==> config.mk <==
export PLATFORM = sky130hd
export DESIGN_NAME = lutram_fifo_ctrl
export DESIGN_NICKNAME = d
export VERILOG_FILES = /design/src/rtl/lutram_fifo_pkg.sv /design/src/rtl/RAM128X1D.sv /design/src/rtl/ram128xn_dp.sv /design/src/rtl/lutram_fifo_ctrl.sv
export SDC_FILE = /design/constraint.sdc
export NUM_CORES = 1
export LEC_CHECK = 0
export CAP_MARGIN = 25
export CORE_MARGIN = 2
export CORE_UTILIZATION = 30
export DETAILED_ROUTE_END_ITERATION = 10
export PLACE_DENSITY_LB_ADDON = 0.12
export SLEW_MARGIN = 20
export SYNTH_ARGS = -nofsm -noshare
export SYNTH_HDL_FRONTEND = slang
export SYNTH_HIERARCHICAL = 1
export SYNTH_SLANG_ARGS = --single-unit
export TNS_END_PERCENT = 10
==> constraint.sdc <==
create_clock -name CLK -period 3.88 [get_ports CLK]
set_input_delay 0.97 -clock CLK [delete_from_list [all_inputs] [get_ports CLK]]
set_output_delay 0.97 -clock CLK [all_outputs]
set_load 0.005 [all_outputs]
==> src/rtl/lutram_fifo_pkg.sv <==
// Shared sizing, update-kind encoding and pointer helper for the LUT-RAM FIFO.
package lutram_fifo_pkg;

  localparam int unsigned FIFO_DEPTH = 128;
  localparam int unsigned PTR_W      = 7;
  localparam int unsigned LVL_W      = 8;

  typedef enum logic [1:0] {
    UPD_IDLE   = 2'd0,
    UPD_NORMAL = 2'd1,
    UPD_CLEAR  = 2'd2
  } upd_e;

  function automatic logic [PTR_W-1:0] next_ptr(input logic [PTR_W-1:0] p);
    return p + 1'b1;
  endfunction

endpackage

==> src/rtl/RAM128X1D.sv <==
// Behavioural model of the Xilinx RAM128X1D primitive: 128x1 distributed RAM,
// synchronous write on A, async reads on A (SPO) and DPRA (DPO).
module RAM128X1D #(
  parameter logic [127:0] INIT             = '0,
  parameter logic         IS_WCLK_INVERTED = 1'b0
) (
  output logic       DPO,
  output logic       SPO,
  input  logic [6:0] A,
  input  logic       D,
  input  logic [6:0] DPRA,
  input  logic       WCLK,
  input  logic       WE
);

  logic [127:0] mem = INIT;
  logic         wclk_int;

  assign wclk_int = WCLK ^ IS_WCLK_INVERTED;

  always_ff @(posedge wclk_int) begin
    if (WE) mem[A] <= D;
  end

  assign SPO = mem[A];
  assign DPO = mem[DPRA];

endmodule

==> src/rtl/ram128xn_dp.sv <==
// DATA_W-wide 128-deep dual-port distributed RAM, one RAM128X1D per bit.
module ram128xn_dp #(
  parameter int unsigned DATA_W = 8
) (
  input  logic              WCLK,
  input  logic              WE,
  input  logic [6:0]        A,
  input  logic [6:0]        DPRA,
  input  logic [DATA_W-1:0] D,
  output logic [DATA_W-1:0] DPO
);

  for (genvar i = 0; i < DATA_W; i++) begin : g_bit
    RAM128X1D #(
      .INIT            (128'h0),
      .IS_WCLK_INVERTED(1'b0)
    ) u_ram (
      .DPO (DPO[i]),
      .SPO (),
      .A   (A),
      .D   (D[i]),
      .DPRA(DPRA),
      .WCLK(WCLK),
      .WE  (WE)
    );
  end

endmodule

==> src/rtl/lutram_fifo_ctrl.sv <==
// 128-entry first-word-fall-through FIFO controller over distributed LUT RAM:
// owns pointers, occupancy, flags and the valid/ready handshakes.
module lutram_fifo_ctrl
  import lutram_fifo_pkg::*;
#(
  parameter int unsigned DATA_W     = 8,
  parameter int unsigned AFULL_THR  = 96,
  parameter int unsigned AEMPTY_THR = 8
) (
  input  logic              CLK,
  input  logic              RST,
  input  logic              FLUSH,
  input  logic              S_VALID,
  output logic              S_READY,
  input  logic [DATA_W-1:0] S_DATA,
  output logic              M_VALID,
  input  logic              M_READY,
  output logic [DATA_W-1:0] M_DATA,
  output logic [7:0]        LEVEL,
  output logic              FULL,
  output logic              EMPTY,
  output logic              AFULL,
  output logic              AEMPTY
);

  localparam logic [LVL_W-1:0] FULL_LVL   = LVL_W'(FIFO_DEPTH);
  localparam logic [LVL_W-1:0] AFULL_LVL  = LVL_W'(AFULL_THR);
  localparam logic [LVL_W-1:0] AEMPTY_LVL = LVL_W'(AEMPTY_THR);

  logic [PTR_W-1:0] wr_ptr;
  logic [PTR_W-1:0] rd_ptr;
  logic [LVL_W-1:0] level;
  logic             push;
  logic             pop;
  logic             ram_we;
  upd_e             upd;

  // Flags decode only registered level, so ready/valid never see S_VALID/M_READY.
  assign FULL    = (level == FULL_LVL);
  assign EMPTY   = (level == '0);
  assign AFULL   = (level >= AFULL_LVL);
  assign AEMPTY  = (level <= AEMPTY_LVL);
  assign S_READY = !FULL;
  assign M_VALID = !EMPTY;
  assign LEVEL   = level;

  assign push   = S_VALID & S_READY;
  assign pop    = M_VALID & M_READY;
  assign ram_we = push & !RST & !FLUSH;

  always_comb begin
    upd = UPD_IDLE;
    if (RST || FLUSH)  upd = UPD_CLEAR;
    else if (push || pop) upd = UPD_NORMAL;
  end

  always_ff @(posedge CLK) begin
    case (upd)
      UPD_CLEAR: begin
        wr_ptr <= '0;
        rd_ptr <= '0;
        level  <= '0;
      end
      UPD_NORMAL: begin
        if (push) wr_ptr <= next_ptr(wr_ptr);
        if (pop)  rd_ptr <= next_ptr(rd_ptr);
        if (push && !pop)      level <= level + 1'b1;
        else if (pop && !push) level <= level - 1'b1;
      end
      default: ;
    endcase
  end

  ram128xn_dp #(
    .DATA_W(DATA_W)
  ) u_ram (
    .WCLK(CLK),
    .WE  (ram_we),
    .A   (wr_ptr),
    .DPRA(rd_ptr),
    .D   (S_DATA),
    .DPO (M_DATA)
  );

endmodule
==> impl.org <==
** Worst setup path
- In this run the critical register-to-register path is launched from LEVEL[4].
- The slowest stage of the critical path is the mux4_1 cell.
- The most critical setup path has its endpoint at M_DATA[1].
- Max FO, Critical Path :: 6
- The critical path is of the flop to output pin type.
- At the worst endpoint, the required time is between 2000 and 3000 ps.
- Path depth of the worst reg2reg path :: 10
- Ordered cell list for the critical path :: buf_6 -> buf_4 -> bufbuf_16 -> buf_4 -> mux4_1 -> mux4_2 -> o2111ai_2 -> nand4_1 -> buf_2
- In this design, the stage delay of the slowest critical-path cell is 550 ps.
- The endpoint identified for the worst register-to-register timing path is LEVEL[7].
- For the worst setup path, the data arrival time is 3320 ps.
- Worst setup path startpoint :: rd_ptr[0]
- Slack of the worst reg-to-reg path :: 600 ps
- Worst setup SP type :: flop
- The worst setup path is captured at an output pin.
- CP dominant cell by count :: buf_4

** Global route
- In the global route stage, met1 resource usage came out at 0.206.
- The first global-routing pass estimated 186000 um of wire.
- Routing usage on met3 :: 0.0306
- Entering global routing, the biggest net connects 129 pins.
- Grt met2 use :: 0.254
- Total congestion overflow after global routing :: 0
- The number of global-route vias before repair came to 29100.
- GRT Max-Usage Layer :: met2
- All-layer global routing usage :: 0.153
- Antenna violations before repair :: 3

** Clock network
- Latest clock arrival within the worst-skew pair :: approximately 740 ps
- Clock Root Buffer :: clkbuf_16
- Inserted Clock Buffers :: 118
- Max clock buf depth :: 3
- The tree built by TritonCTS fans out to 1046 sinks.
- Clock-pin slew was measured on the worst setup and hold paths at 60 ps.
- Quantity of hold-fixing buffers added after cts :: 0
- TritonCTS built the clock tree.
- The H-tree generated during clock tree synthesis spans 3 levels.

** Placed design
- Pre-CTS setup slack :: -84.7 ps
- The number of placed instances, taps included, is 5222.
- Port-buffer cells :: 34
- Summed over all nets, the half-perimeter wirelength after detailed placement is 69500 um.
- Global placement routability congestion :: 0.723
- Summing all placed instances gives a cell area of around 50000 um2.

** Run status
- The final reports fail on negative setup slack.
- The run finished, with violations left.

** STA
- Setup slack of the critical path after layout :: -405 ps
- Dividing the final minimum period by the clock period gives 1.10.
- The total count of hold-check failures in the final report came to 0.
- Counting I/O delays and the setup requirement, the final critical path takes 4290 ps.
- Setup violations remaining at the end of the flow were counted as 8.
- Worst-margin pin slew :: between 900 and 1000 ps
- After routing, the total negative slack on setup checks comes to -2980 ps.
- Final hold analysis gives a worst-case slack of around 640 ps.
- Setup repair after global routing could not meet its margin everywhere.
- Slew margin rel. :: 0.379
- The final max-slew violation count is 0.
- Between clock sinks in the finished design, the worst skew comes to 30.7 ps.
- Maximum clock frequency :: 233 MHz

** Synth
- Post-Syn Nets :: 3246
- Avg Inst Size Synth :: approximately 15 um2
- During synthesis, Yosys emitted a total of 6 warnings.
- The cell count after synthesis came out at roughly 3200.
- Area of the mapped netlist :: 47400 um2

** Detailed routing
- The count of nets left with antenna violations once routing finished came out at 0.
- For this block, the routed nets add up to 125000 um of wire.
- Total via count after detailed routing :: 27200
- In the routed design, unresolved DRC markers number 0.
- Number of optimization iterations in the first detailed-route pass :: 5
- After detailed routing, the number of vias per cell comes to 4.97.
- Dividing the detail-routed wire length by the instance count gives between 20 and 25 um.
- Detailed router's first-iteration violation count :: 2001

** Final layout
- Ratio of cells with drive above 1 in the final layout :: 0.164
- At the end of the flow, the number of nets in the layout was 3345.
- After the flow finishes, the layout carries non-filler instances totaling between 5000 and 6000.
- The finished cells cover 55000 um2.
- Relative to the synthesized area, the layout overhead comes to 16.0%.
- At the end of the flow the core is filled with cells to 0.351.
- The number of antenna diodes in the final layout is 0.
- Counting the fill cells in the layout gives 15100.

** Die
- Height of the die :: 401 um
- After floorplanning, the core was divided into between 100 and 150 placement rows.
- The initial utilization of the core area, before any placement, comes to 0.303.
- 35 I/O pins were placed.
- Area of the core :: approximately 160000 um2
- The floorplan step set the die width to around 400 um.
- The die covers 161000 um2.

** Pwr
- VDD IR max :: 373 uV
- Overall power after layout :: approximately 28 mW
- Pwr Density :: 502 nW/um2
- The analysis attributes to cell leakage a power of 16.5 nW.

** Flow run
- MaxCap Viol Count :: 0

** Min path
- Tightest Hold Check Type :: primary input to flop
[final cells by class]
| class | count | area [um2] | share of cell area |
|---|---|---|---|
| timing repair buffer | 238 | 2730 | 0.0496 |
| sequential | 1046 | 31400 | 0.571 |
| tap | 2058 | 2570 | 0.0468 |
| multi-input combinational | 1904 | 14400 | 0.262 |
| clock inverter | 72 | 721 | 0.0131 |
| inverter | 15 | 56.3 | 0.00102 |
| clock buffer | 146 | 3080 | 0.0560 |
[timing repair]
| action | CTS | global route |
|---|---|---|
| buffers inserted | 27 | 1 |
| resized for setup | 74 | 41 |
| pin swaps | 12 | 20 |
| endpoints found under the setup margin | 10 | 8 |
| cloned | 8 | 1 |
[worst min path at each step]
stage,startpoint,slack (ps),cells after the start,end
after floorplan,LEVEL[0],680,1,LEVEL[0]
after global placement,LEVEL[0],730,1,LEVEL[0]
after detailed placement,LEVEL[0],740,1,LEVEL[0]
after CTS,S_DATA[3],750,1,u_ram/g_bit[3].u_ram/mem[11]
after global routing,S_DATA[0],600,1,u_ram/g_bit[0].u_ram/mem[23]
final,S_DATA[0],640,1,u_ram/g_bit[0].u_ram/mem[23]
[sequential cells by signal, indices dropped and copies added, names as in the netlist]
register,cells
LEVEL,8
u_ram/g_bit.u_ram/mem,1024
wr_ptr,7
rd_ptr,7
[worst max-delay path, delay by kind of cell, from the launching register on]
| kind | cells | cell delay (ps) |
|---|---|---|
| simple gates | 1 | 160 |
| buf+inv | 5 | 830 |
| compound gates | 1 | 210 |
| mux | 2 | 1060 |
| flops | 1 | 340 |
[per-layer routing]
layer  vias to the layer above  share of wire
met2                       525           0.48
met1                     14300           0.45
met5                         -       0.000072
met4                         2          0.022
li1                      12200              -
met3                       163          0.050
[where the power goes]
group / internal [mW] / switching (mW)
logic: 1.81 / 2.09
registers: 12.5 / 0.0827
clock network: 6.52 / 4.57
total: 20.8 / 6.75
[cell usage in the layout (no fill, tap or decap), drive strengths merged, types with 10 or more instances in the layout]
cell	count
a211oi	16
a21oi	43
clkbuf	147
nor2b	81
nor2	1070
mux2i	74
and3	20
o211ai	10
nand3	95
clkinv	46
buf	216
inv	22
edfxtp	1046
bufinv	14
mux4	280
nand4	16
o2111ai	16
nand2	114
clkdlybuf4s50	18
Note: power is estimated with default switching activity, not from simulation.
